## src/rtl/playfield_scanner_pkg.sv

```systemverilog
// Shared types and playfield geometry for the playfield scanner.
package types;

    // Cell / pixel color classes stored in the board RAM and line buffer
    typedef enum logic [2:0] {
        EMPTY  = 3'd0,
        CYAN   = 3'd1,
        BLUE   = 3'd2,
        ORANGE = 3'd3,
        YELLOW = 3'd4,
        GREEN  = 3'd5,
        PURPLE = 3'd6,
        RED    = 3'd7
    } block_color;

    // Cell coordinate of one square of the falling piece
    typedef struct packed {
        logic [3:0] col;
        logic [4:0] row;
    } piece_coord_t;

    // Prefetch sequencer states
    typedef enum logic [1:0] {
        ST_IDLE  = 2'd0,
        ST_FETCH = 2'd1,
        ST_DRAIN = 2'd2
    } scan_state_t;

    // Geometry (all pixel quantities in the 10-bit raster domain)
    localparam int         COLS       = 10;
    localparam int         ROWS       = 20;
    localparam int         CELL_SHIFT = 4;
    localparam logic [9:0] PLAY_X0    = 10'd240;
    localparam logic [9:0] PLAY_Y0    = 10'd80;
    localparam logic [9:0] CELL_PX    = 10'd16;
    localparam logic [9:0] HBLANK_X   = 10'd640;

    // Derived bounds: first column / line past the playfield
    localparam logic [9:0] PLAY_X1    = PLAY_X0 + 10'(COLS) * CELL_PX;
    localparam logic [9:0] PLAY_Y1    = PLAY_Y0 + 10'(ROWS) * CELL_PX;
    // Line following the last trigger line (first line of the last row)
    localparam logic [9:0] LAST_TRIG_NY = PLAY_Y1 - CELL_PX;
    localparam logic [3:0] LAST_COL   = 4'(COLS - 1);

    // Board RAM address of column 0 of a cell row (row * 10)
    function automatic logic [7:0] row_base_addr(input logic [4:0] row);
        logic [7:0] r8;
        r8 = {3'b000, row};
        return (r8 << 3) + (r8 << 1);
    endfunction

endpackage

```

## src/rtl/playfield_scanner_line_buffer.sv

```systemverilog
// Ten-entry cell-row buffer: one write port, combinational read,
// synchronous clear that wipes every entry to EMPTY.
module playfield_line_buffer
    import types::*;
(
    input  logic       i_clk,
    input  logic       i_clr,
    input  logic       i_wr_en,
    input  logic [3:0] i_wr_addr,
    input  block_color i_wr_data,
    input  logic [3:0] i_rd_addr,
    output block_color o_rd_data
);

    block_color w_cells [COLS];

    generate
        for (genvar gi = 0; gi < COLS; gi++) begin : g_entry
            block_color r_cell;

            // Per-entry storage: clear wins over a coincident write
            always_ff @(posedge i_clk) begin
                if (i_clr) begin
                    r_cell <= EMPTY;
                end else if (i_wr_en && (i_wr_addr == 4'(gi))) begin
                    r_cell <= i_wr_data;
                end
            end

            assign w_cells[gi] = r_cell;
        end
    endgenerate

    // Read port; indices past the last column read as EMPTY
    always_comb begin
        o_rd_data = EMPTY;
        if (i_rd_addr <= LAST_COL) begin
            o_rd_data = w_cells[i_rd_addr];
        end
    end

endmodule

```

## src/rtl/playfield_scanner.sv

```systemverilog
// Playfield scanner: prefetches one board row per cell row during
// horizontal blanking into a line buffer and classifies each raster
// pixel (inside/outside playfield, cell color with piece overlay).
module playfield_scanner
    import types::*;
(
    input  logic       Clk,
    input  logic       Reset_n,
    input  logic       pixel_en,
    input  logic [9:0] DrawX,
    input  logic [9:0] DrawY,
    output logic       board_rd_en,
    output logic [7:0] board_rd_addr,
    input  block_color board_rd_data,
    input  logic       piece_valid,
    input  logic [3:0] piece_col [4],
    input  logic [4:0] piece_row [4],
    input  block_color piece_color,
    output logic       play_area,
    output block_color block_type,
    output logic       busy
);

    // ---------------- raster decode ----------------
    logic [9:0]   w_dx;
    logic [9:0]   w_dy;
    logic         w_in_area;
    piece_coord_t w_cur;
    logic [3:0]   w_hit;
    block_color   w_lb_data;
    block_color   w_cell_type;

    assign w_dx      = DrawX - PLAY_X0;
    assign w_dy      = DrawY - PLAY_Y0;
    assign w_in_area = (DrawX >= PLAY_X0) && (DrawX < PLAY_X1) &&
                       (DrawY >= PLAY_Y0) && (DrawY < PLAY_Y1);
    assign w_cur.col = 4'(w_dx >> CELL_SHIFT);
    assign w_cur.row = 5'(w_dy >> CELL_SHIFT);

    generate
        for (genvar gi = 0; gi < 4; gi++) begin : g_piece
            piece_coord_t w_sq;
            assign w_sq.col   = piece_col[gi];
            assign w_sq.row   = piece_row[gi];
            assign w_hit[gi]  = (w_sq == w_cur);
        end
    endgenerate

    // Cell color for the current pixel: piece overlays the buffered row
    always_comb begin
        w_cell_type = EMPTY;
        if (w_in_area) begin
            if (piece_valid && (|w_hit)) begin
                w_cell_type = piece_color;
            end else begin
                w_cell_type = w_lb_data;
            end
        end
    end

    // Pixel classification registered every clock (one cycle latency)
    always_ff @(posedge Clk) begin
        if (!Reset_n) begin
            play_area  <= 1'b0;
            block_type <= EMPTY;
        end else begin
            play_area  <= w_in_area;
            block_type <= w_cell_type;
        end
    end

    // ---------------- prefetch trigger ----------------
    // Fires on the last line of each cell row (and the line just above
    // the playfield), so the buffer holds row k for lines of row k.
    logic [9:0] w_next_y;
    logic [9:0] w_ny_off;
    logic [4:0] w_trig_row;
    logic       w_trig;

    assign w_next_y   = DrawY + 10'd1;
    assign w_ny_off   = w_next_y - PLAY_Y0;
    assign w_trig_row = 5'(w_ny_off >> CELL_SHIFT);
    assign w_trig     = pixel_en && (DrawX == HBLANK_X) &&
                        (w_next_y[3:0] == 4'd0) &&
                        (w_next_y >= PLAY_Y0) && (w_next_y <= LAST_TRIG_NY);

    // ---------------- prefetch sequencer ----------------
    scan_state_t r_state;
    logic [3:0]  r_col;
    logic        r_cap_en;
    logic [3:0]  r_cap_col;

    // Row prefetch FSM with registered read strobe/address and the
    // one-cycle-delayed capture controls for the returning data
    always_ff @(posedge Clk) begin
        if (!Reset_n) begin
            r_state       <= ST_IDLE;
            r_col         <= 4'd0;
            r_cap_en      <= 1'b0;
            r_cap_col     <= 4'd0;
            board_rd_en   <= 1'b0;
            board_rd_addr <= 8'd0;
            busy          <= 1'b0;
        end else begin
            // Data for the read issued this cycle arrives next cycle
            r_cap_en  <= board_rd_en;
            r_cap_col <= r_col;
            case (r_state)
                ST_IDLE: begin
                    if (w_trig) begin
                        r_state       <= ST_FETCH;
                        r_col         <= 4'd0;
                        board_rd_en   <= 1'b1;
                        board_rd_addr <= row_base_addr(w_trig_row);
                        busy          <= 1'b1;
                    end
                end
                ST_FETCH: begin
                    if (r_col == LAST_COL) begin
                        r_state     <= ST_DRAIN;
                        board_rd_en <= 1'b0;
                    end else begin
                        r_col         <= r_col + 4'd1;
                        board_rd_addr <= board_rd_addr + 8'd1;
                    end
                end
                ST_DRAIN: begin
                    // Final column is captured on this edge
                    r_state <= ST_IDLE;
                    busy    <= 1'b0;
                end
                default: begin
                    r_state     <= ST_IDLE;
                    board_rd_en <= 1'b0;
                    busy        <= 1'b0;
                end
            endcase
        end
    end

    // ---------------- line buffer ----------------
    logic w_lb_clr;
    assign w_lb_clr = !Reset_n;

    playfield_line_buffer u_line_buffer (
        .i_clk     (Clk),
        .i_clr     (w_lb_clr),
        .i_wr_en   (r_cap_en),
        .i_wr_addr (r_cap_col),
        .i_wr_data (board_rd_data),
        .i_rd_addr (w_cur.col),
        .o_rd_data (w_lb_data)
    );

endmodule

```

## config.mk

```make
export PLATFORM = sky130hd
export DESIGN_NAME = playfield_scanner
export DESIGN_NICKNAME = d
export VERILOG_FILES = /design/src/rtl/playfield_scanner_pkg.sv /design/src/rtl/playfield_scanner_line_buffer.sv /design/src/rtl/playfield_scanner.sv
export SDC_FILE = /design/constraint.sdc
export NUM_CORES = 1
export LEC_CHECK = 0
export ABC_AREA = 1
export CORE_UTILIZATION = 25
export CTS_BUF_LIST = sky130_fd_sc_hd__clkbuf_16
export DETAILED_ROUTE_END_ITERATION = 10
export GPL_ROUTABILITY_DRIVEN = 0
export GPL_TIMING_DRIVEN = 0
export HOLD_SLACK_MARGIN = 0.1
export PLACE_DENSITY_LB_ADDON = 0.05
export SLEW_MARGIN = 20
export SYNTH_ARGS = -nofsm -noshare
export SYNTH_HDL_FRONTEND = slang
export SYNTH_SLANG_ARGS = --single-unit
```

## constraint.sdc

```tcl
create_clock -name Clk -period 6.5 [get_ports Clk]
set_clock_uncertainty 0.15 [all_clocks]
set_input_delay 1.3 -clock Clk [delete_from_list [all_inputs] [get_ports Clk]]
set_output_delay 1.3 -clock Clk [all_outputs]
set_load 0.02 [all_outputs]
```

==> key figures, run 1 <==
Power
  – Power density relative to cell area: 155 nW/um2
  – Clock Power Share: 0.339
  – Overall power of the completed layout: 796 uW
  – Leakage power of the design: 2.44 nW
  – Net switching fraction of the power: 0.300
  – Cell Int Power: 557 uW
  – Switching pwr: 239 uW
  – Flop pwr share: 0.423
  – Peak VDD IR: 0.0995 mV
  – Relative contribution of combinational cells to total power: 0.238

Detailed routing
  – Detailed-routing iteration count for the pre-antenna-repair pass: 5
  – Remaining DRCs: 0
  – DRT Wirelength: 12900 um
  – First DRT Iteration DRCs: 222
  – Vias after detailed routing: 4335
  – Remaining antenna violation count after routing: 0
  – Wire length per cell after detailed routing: 13.2 um
  – Post-DR vias/cell: 4.45

Synth
  – Net count after synthesis: 759
  – Warnings, synthesis: 0
  – Combined area of all synthesized cells: 3990 um2
  – Main combinational cell family by area after synthesis: simple AND/OR/NAND/NOR gates
  – Synth Instances: 680
  – Simple-gate share of the synthesized area: 0.426
  – Multiplexer fraction of the synthesized cell area: 0.00251
  – Number of distinct library cells after synthesis: 36
  – Fraction of the mapped netlist area in adder cells: 0.0427
  – XOR/XNOR share of the synthesized area: 0.0286
  – Cell type with the highest aggregate area in the netlist: sky130_fd_sc_hd__dfxtp_1
  – FFs w/ async S/R, synth: 0
  – Share of synthesized area occupied by flip-flops and latches: 0.276
  – Synth Flop Type: sky130_fd_sc_hd__dfxtp_1
  – Area contributors post-synth: sky130_fd_sc_hd__dfxtp_1 (28%), sky130_fd_sc_hd__nand2_1 (18%), sky130_fd_sc_hd__nor2_1 (11%)
  – Most numerous cell in the Yosys netlist: sky130_fd_sc_hd__nand2_1
  – Synth Register Bits: 55
  – Avg Synthesized Cell Area: 5.86 um2
  – Synth top area share: 0.276
  – Number of enable-type register cells in the synthesized netlist: 0
  – Area fraction in compound gates after synthesis: 0.112
  – Commonest cells post-synth: sky130_fd_sc_hd__nand2_1 (196), sky130_fd_sc_hd__nor2_1 (115), sky130_fd_sc_hd__inv_1 (97)

Cells and area
  – Layout cells sized above 1: 0.0446
  – Area growth from synthesis to layout: 29.0%
  – Total non-filler cell area in the finished layout: 5140 um2
  – Core occupancy in the finished layout: 0.334
  – Post-layout net count: 841
  – Inserted Diodes: 0
  – Finished Layout Cells: 974

Global routing
  – GRT Resource Usage Total: 0.161
  – First-pass GRT wire length: 20500 um
  – Overflow left after global routing: 0
  – Pin count of the biggest net entering global routing: 17
  – Initial antenna violation count: 0
  – Number of global-route vias before repair: 4052

Critical path
  – Data required time of the worst path: 6.55 ns
  – Crit-path cells: clkdlybuf4s50_1 > buf_2 > inv_1 > buf_2 > ha_1 > inv_1 > clkbuf_1 > nand2_1 > nand2_1 > nor2_1 > nand3_1 > nor2_1 > nand3_1 > nand2_1 > inv_1 > nand2_1 > nand2_1 > nand2_1 > nand2_1 > nor2_1
  – Critical path endpoint category: flip-flop
  – Maximum net fanout on the critical path: 11
  – Slack of the worst reg-to-reg path: 4.79 ns
  – Startpoint class of the critical path: input pin
  – WP buf/inv: 7
  – Startpoint-to-endpoint class of the critical path: in -> reg
  – Crit-path max cell delay: 0.49 ns
  – R2R Path Start: r_col[1]
  – Critical path data arrival time: 4.15 ns
  – Cell count of the worst reg-to-reg path: 6
  – Endpoint of the most critical register-to-register path: board_rd_addr[0]
  – Cell seen most often among critical-path stages: sky130_fd_sc_hd__nand2_1
  – Crit-path leading delay family: buffers and inverters
  – Critical-path cell with the highest stage delay: sky130_fd_sc_hd__clkdlybuf4s50_1

Clock tree
  – Clock buffer depth: 2
  – Clock Pin Slew Worst Setup and Hold Paths: 0.07 ns
  – Clock tree from TritonCTS: done
  – Clock insertion delay at the later pin of the skew report: 0.30 ns
  – Total CTS buffers: 5
  – Number of hold-repair buffers added at the cts stage: 0
  – H-tree depth: 2
  – Number of cells upsized or downsized after cts: 0
  – Clk sinks: 55
  – Post-CTS repair timing setup buffer count: 0
  – Clock root cell: sky130_fd_sc_hd__clkbuf_16

Timing
  – Minimum hold slack: 0.304 ns
  – RSZ-0062 raised after global routing: false
  – Rel. slew slack: 0.587
  – Fin worst setup slack: 2.40 ns
  – Setup TNS: 0 ns
  – Final number of setup-violating endpoints: 0
  – Portion of the clock cycle consumed by the worst path in the final layout: 0.631
  – Number of endpoints with negative hold slack in the final report: 0
  – Least-Margin Pin Slew: 0.620 ns
  – Max Freq: 244 MHz
  – Max Slew Vio Count: 0
  – Final critical path time including I/O delays and setup: 4.10 ns

Placed design
  – Cells after DPL: 966
  – Placement Setup Slack: 2.04 ns
  – Instance area at placement: 5000 um2
  – HPWL after DPL: 10200 um
  – Number of input and output port buffers inserted: 75

Status
  – Run status: completed

Min path
  – Hold worst-path end: u_line_buffer.g_entry[3].r_cell[1]
  – Startpoint of the tightest hold check path: u_line_buffer.g_entry[3].r_cell[1]
  – Hold Path Stages: 2
  – Worst hold path type: reg -> reg

Floorplan
  – # rows: 45
  – Core area: 15400 um2
  – Die X: 128 um
  – Count of boundary I/O pins: 80
  – Die outline area: 16400 um2
  – Initial core utilization: 0.259
  – Die Y: 128 um

Run
  – Max-cap violations: 0
per-layer routing:
| layer | global-route usage | part of all wire | up-vias |
|---|---|---|---|
| met5 | 0 | 0 | - |
| met3 | 0.0330 | 0.055 | 11 |
| met2 | 0.255 | 0.43 | 93 |
| met4 | 0.0436 | 0.014 | 0 |
| met1 | 0.221 | 0.50 | 1944 |
| li1 | - | - | 2287 |
worst max-delay path by stage:
stage	from	to	depth (start not counted)
2_1_floorplan	DrawY[2]	board_rd_addr[7]	19
3_3_place_gp	DrawX[4]	block_type[0]	20
3_5_place_dp	DrawX[4]	block_type[0]	20
4_1_cts	DrawX[4]	block_type[0]	20
5_1_grt	DrawX[4]	block_type[0]	20
6_report	DrawX[4]	block_type[0]	20
registers in the layout, indices dropped and copies added, names as in the netlist:
register	flops
play_area	1
r_state	2
board_rd_addr	8
busy	1
r_cap_col	4
board_rd_en	1
u_line_buffer.g_entry.r_cell	30
r_cap_en	1
r_col	4
block_type	3
layout make-up:
class,instances,area (um2)
plain buffers,16,68.8
clock buffers,5,125
clock inverters,3,16.3
fillers,1721,10200
inverters,100,375
multi-input cells,509,2440
flip-flops and latches,55,1100
well taps,211,264
repair buffers,75,751
power groups by stage:
stage                     Clock [mW]  Sequential (mW)  Combinational [mW]
final                          0.270            0.337               0.190
after global routing           0.301            0.337               0.215
after CTS                      0.284            0.337               0.192
after detailed placement           0            0.345               0.190
after global placement             0            0.345               0.188
after floorplan                    0            0.345               0.107
kinds of logic (layout without fill, tap and decap cells):
logic type / after synthesis / count (layout)
flops: 55 / 55
buf+inv: 116 / 199
fa+ha+maj: 13 / 13
xor+xnor: 13 / 13
compound gates: 82 / 82
mux: 1 / 1
simple gates: 400 / 400
worst register-to-register path, cell delays in order (launching register included):
cell and delay (ns):
sky130_fd_sc_hd__dfxtp_1 0.37, sky130_fd_sc_hd__inv_1 0.06, sky130_fd_sc_hd__ha_1 0.17, sky130_fd_sc_hd__nand3b_1 0.15, sky130_fd_sc_hd__nand2_1 0.26, sky130_fd_sc_hd__or2_2 0.36, sky130_fd_sc_hd__a21oi_1 0.13
cell usage in the layout, fill, tap and decap left out, types with 5 or more instances in the layout:
cell type	count
sky130_fd_sc_hd__nand4_1	7
sky130_fd_sc_hd__clkbuf_1	6
sky130_fd_sc_hd__buf_2	7
sky130_fd_sc_hd__a21oi_1	24
sky130_fd_sc_hd__nand2_1	196
sky130_fd_sc_hd__nand3b_1	8
sky130_fd_sc_hd__nand3_1	51
sky130_fd_sc_hd__ha_1	12
sky130_fd_sc_hd__nand2_2	8
sky130_fd_sc_hd__o21ai_0	45
sky130_fd_sc_hd__xnor2_1	5
sky130_fd_sc_hd__inv_1	98
sky130_fd_sc_hd__dfxtp_1	55
sky130_fd_sc_hd__clkdlybuf4s50_1	75
sky130_fd_sc_hd__clkbuf_16	5
sky130_fd_sc_hd__nor2_1	115
sky130_fd_sc_hd__xor2_1	8
(Power assumes the default switching activity.)
==> run 2, diff against run 1 <==
Clock period 6.5 ns to 3.85 ns, I/O delays scaled along.
==> run 2 against run 1 <==
Net effect: register-to-register slack lost 2.7 ns; die area is the same; largest power group unchanged; via count shrank 0.18%.
==> key figures, run 2 (synthesis gave the netlist of run 1 again) <==
Floorplan
  – Die outline area: 16400 um2
  – # rows: 45
  – Count of boundary I/O pins: 80
  – Die Y: 128 um
  – Core area: 15400 um2
  – Initial core utilization: 0.259
  – Die X: 128 um

Cells and area
  – Inserted Diodes: 0
  – Largest register FFs: 30
  – Commonest cells after routing, fill and taps aside: sky130_fd_sc_hd__nand2_1 (196), sky130_fd_sc_hd__nor2_1 (115), sky130_fd_sc_hd__inv_1 (98)
  – Post-layout net count: 841
  – Layout cells sized above 1: 0.0459
  – Top register by number of flip-flops: u_line_buffer.g_entry.r_cell
  – Finished Layout Cells: 974
  – Area growth from synthesis to layout: 29.0%
  – Core occupancy in the finished layout: 0.335
  – Most frequent standard cell in the layout excluding fill and tap cells: sky130_fd_sc_hd__nand2_1
  – Total non-filler cell area in the finished layout: 5140 um2
  – Biggest regs: u_line_buffer.g_entry.r_cell x30, board_rd_addr x8

Clock tree
  – Clock buffer depth: 2
  – Clock insertion delay at the later pin of the skew report: 0.30 ns
  – Clock tree from TritonCTS: done
  – Total CTS buffers: 5
  – H-tree depth: 2
  – Clock root cell: sky130_fd_sc_hd__clkbuf_16
  – Clock Pin Slew Worst Setup and Hold Paths: 0.07 ns
  – Number of hold-repair buffers added at the cts stage: 0
  – Clk sinks: 55

Power
  – Power density relative to cell area: 262 nW/um2
  – Peak VDD IR: 0.168 mV
  – Leakage power of the design: 2.45 nW

Global routing
  – GRT Resource Usage Total: 0.161
  – Pin count of the biggest net entering global routing: 17
  – Initial antenna violation count: 0
  – Number of global-route vias before repair: 4052
  – First-pass GRT wire length: 20500 um
  – Overflow left after global routing: 0

Detailed routing
  – Met2 routed WL: 5610 um
  – Post-DR vias/cell: 4.44
  – Remaining antenna violation count after routing: 0
  – First DRT Iteration DRCs: 223
  – DRT Wirelength: 12900 um
  – Detailed-routing iteration count for the pre-antenna-repair pass: 5
  – Routed wl met3: 670 um
  – Met1 Routed Length: 6430 um
  – Highest routed layer: met4
  – Vias after detailed routing: 4327
  – Remaining DRCs: 0
  – Wire length per cell after detailed routing: 13.2 um

Critical path
  – Critical path endpoint category: flip-flop
  – Data required time of the worst path: 3.95 ns
  – Cell seen most often among critical-path stages: sky130_fd_sc_hd__nand2_1
  – Crit-path cells: clkdlybuf4s50_1 > buf_2 > inv_1 > buf_2 > ha_1 > inv_1 > clkbuf_2 > nand2_1 > nand2_1 > nor2_1 > nand3_1 > nor2_1 > nand3_1 > nand2_1 > inv_1 > nand2_1 > nand2_1 > nand2_1 > nand2_1 > nor2_1
  – Startpoint-to-endpoint class of the critical path: in -> reg
  – Crit-path max cell delay: 0.49 ns
  – Critical path data arrival time: 3.55 ns
  – WP buf/inv: 7
  – Startpoint class of the critical path: input pin
  – Crit-path leading delay family: buffers and inverters
  – Maximum net fanout on the critical path: 11
  – Critical-path cell with the highest stage delay: sky130_fd_sc_hd__clkdlybuf4s50_1

Placed design
  – Number of input and output port buffers inserted: 75
  – Placement Setup Slack: -0.0802 ns
  – Instance area at placement: 5000 um2
  – HPWL after DPL: 10200 um
  – Cells after DPL: 966

Min path
  – Worst hold path type: reg -> reg

Timing
  – RSZ-0062 raised after global routing: false
  – Portion of the clock cycle consumed by the worst path in the final layout: 0.897
  – Max Slew Vio Count: 0
  – Final critical path time including I/O delays and setup: 3.45 ns
  – Max Freq: 290 MHz
  – Number of endpoints with negative hold slack in the final report: 0
  – Rel. slew slack: 0.582
  – Final number of setup-violating endpoints: 0
  – Fin worst setup slack: 0.397 ns
  – Least-Margin Pin Slew: 0.628 ns
  – Minimum hold slack: 0.304 ns

Run
  – Max-cap violations: 0

Status
  – Run status: completed
[run 2: cell types whose count changed in the layout (fill, tap and decap cells not counted)]
cell,previous run,this run
sky130_fd_sc_hd__clkbuf_2,0,1
sky130_fd_sc_hd__clkbuf_1,6,5
[run 2: stage by stage]
stage	TNS (ns)	total power [mW]
2_1_floorplan	0	0.763
3_3_place_gp	-0.108	0.900
3_5_place_dp	-0.157	0.904
4_1_cts	0	1.37
5_1_grt	0	1.44
6_report	0	1.35
[run 2: path summary, 6_finish.rpt]
| check | startpoint | end | slack [ns] | cells after the start |
|---|---|---|---|---|
| worst max register to register | r_col[1] | board_rd_addr[0] | 2.14 | 6 |
| worst max-delay path | DrawX[4] | block_type[0] | 0.40 | 20 |
| worst min register to register | u_line_buffer.g_entry[3].r_cell[1] | u_line_buffer.g_entry[3].r_cell[1] | 0.30 | 2 |
| worst min-delay path | u_line_buffer.g_entry[3].r_cell[1] | u_line_buffer.g_entry[3].r_cell[1] | 0.30 | 2 |
[run 2: timing repair]
item,4_1_cts,5_1_grt
gates resized for setup,0,2
setup buffers,0,0
endpoints found under the hold margin,0,0
setup endpoints to repair,0,1
[run 2: layer usage]
layer / up-vias / global-route usage
met5: - / 0
met4: 0 / 0.0436
met3: 11 / 0.0330
met2: 89 / 0.255
met1: 1941 / 0.221
li1: 2286 / -
[run 2: where the power goes]
part / switching [mW] / total (mW) / internal (mW)
Combinational: 0.186 / 0.320 / 0.134
Clock: 0.218 / 0.456 / 0.238
Sequential: 0.000129 / 0.569 / 0.569
[run 2: layout make-up]
type,count,area (um2)
repair buffers,75,751
clock inverters,3,16.3
well taps,211,264
flip-flops and latches,55,1100
multi-input cells,509,2440
plain buffers,16,70.1
clock buffers,5,125
fillers,1720,10200
inverters,100,375
[run 2: worst reg2reg max path: cells and delay by family, from the launching register on]
family	cells	cell delay, ns
simple gates	3	0.77
buf+inv	1	0.06
flops	1	0.37
compound gates	1	0.13
fa+ha+maj	1	0.17
==> run 3, diff against run 2 <==
Settings changed: CAP_MARGIN from default to 15, GPL_ROUTABILITY_DRIVEN 0 to default.
Clock period 3.85 ns to 4.05 ns, I/O delays scaled along.
==> results of run 3 <==
Same layout as run 1 (identical final DEF). Status: completed.
Among the figures that moved: setup slack after placement 2.04 ns -> 0.0798 ns; setup slack after layout 2.40 ns -> 0.441 ns; register-to-register setup slack 4.79 ns -> 2.34 ns; total power 0.796 mW -> 1.28 mW; worst IR drop on VDD 0.0995 mV -> 0.160 mV
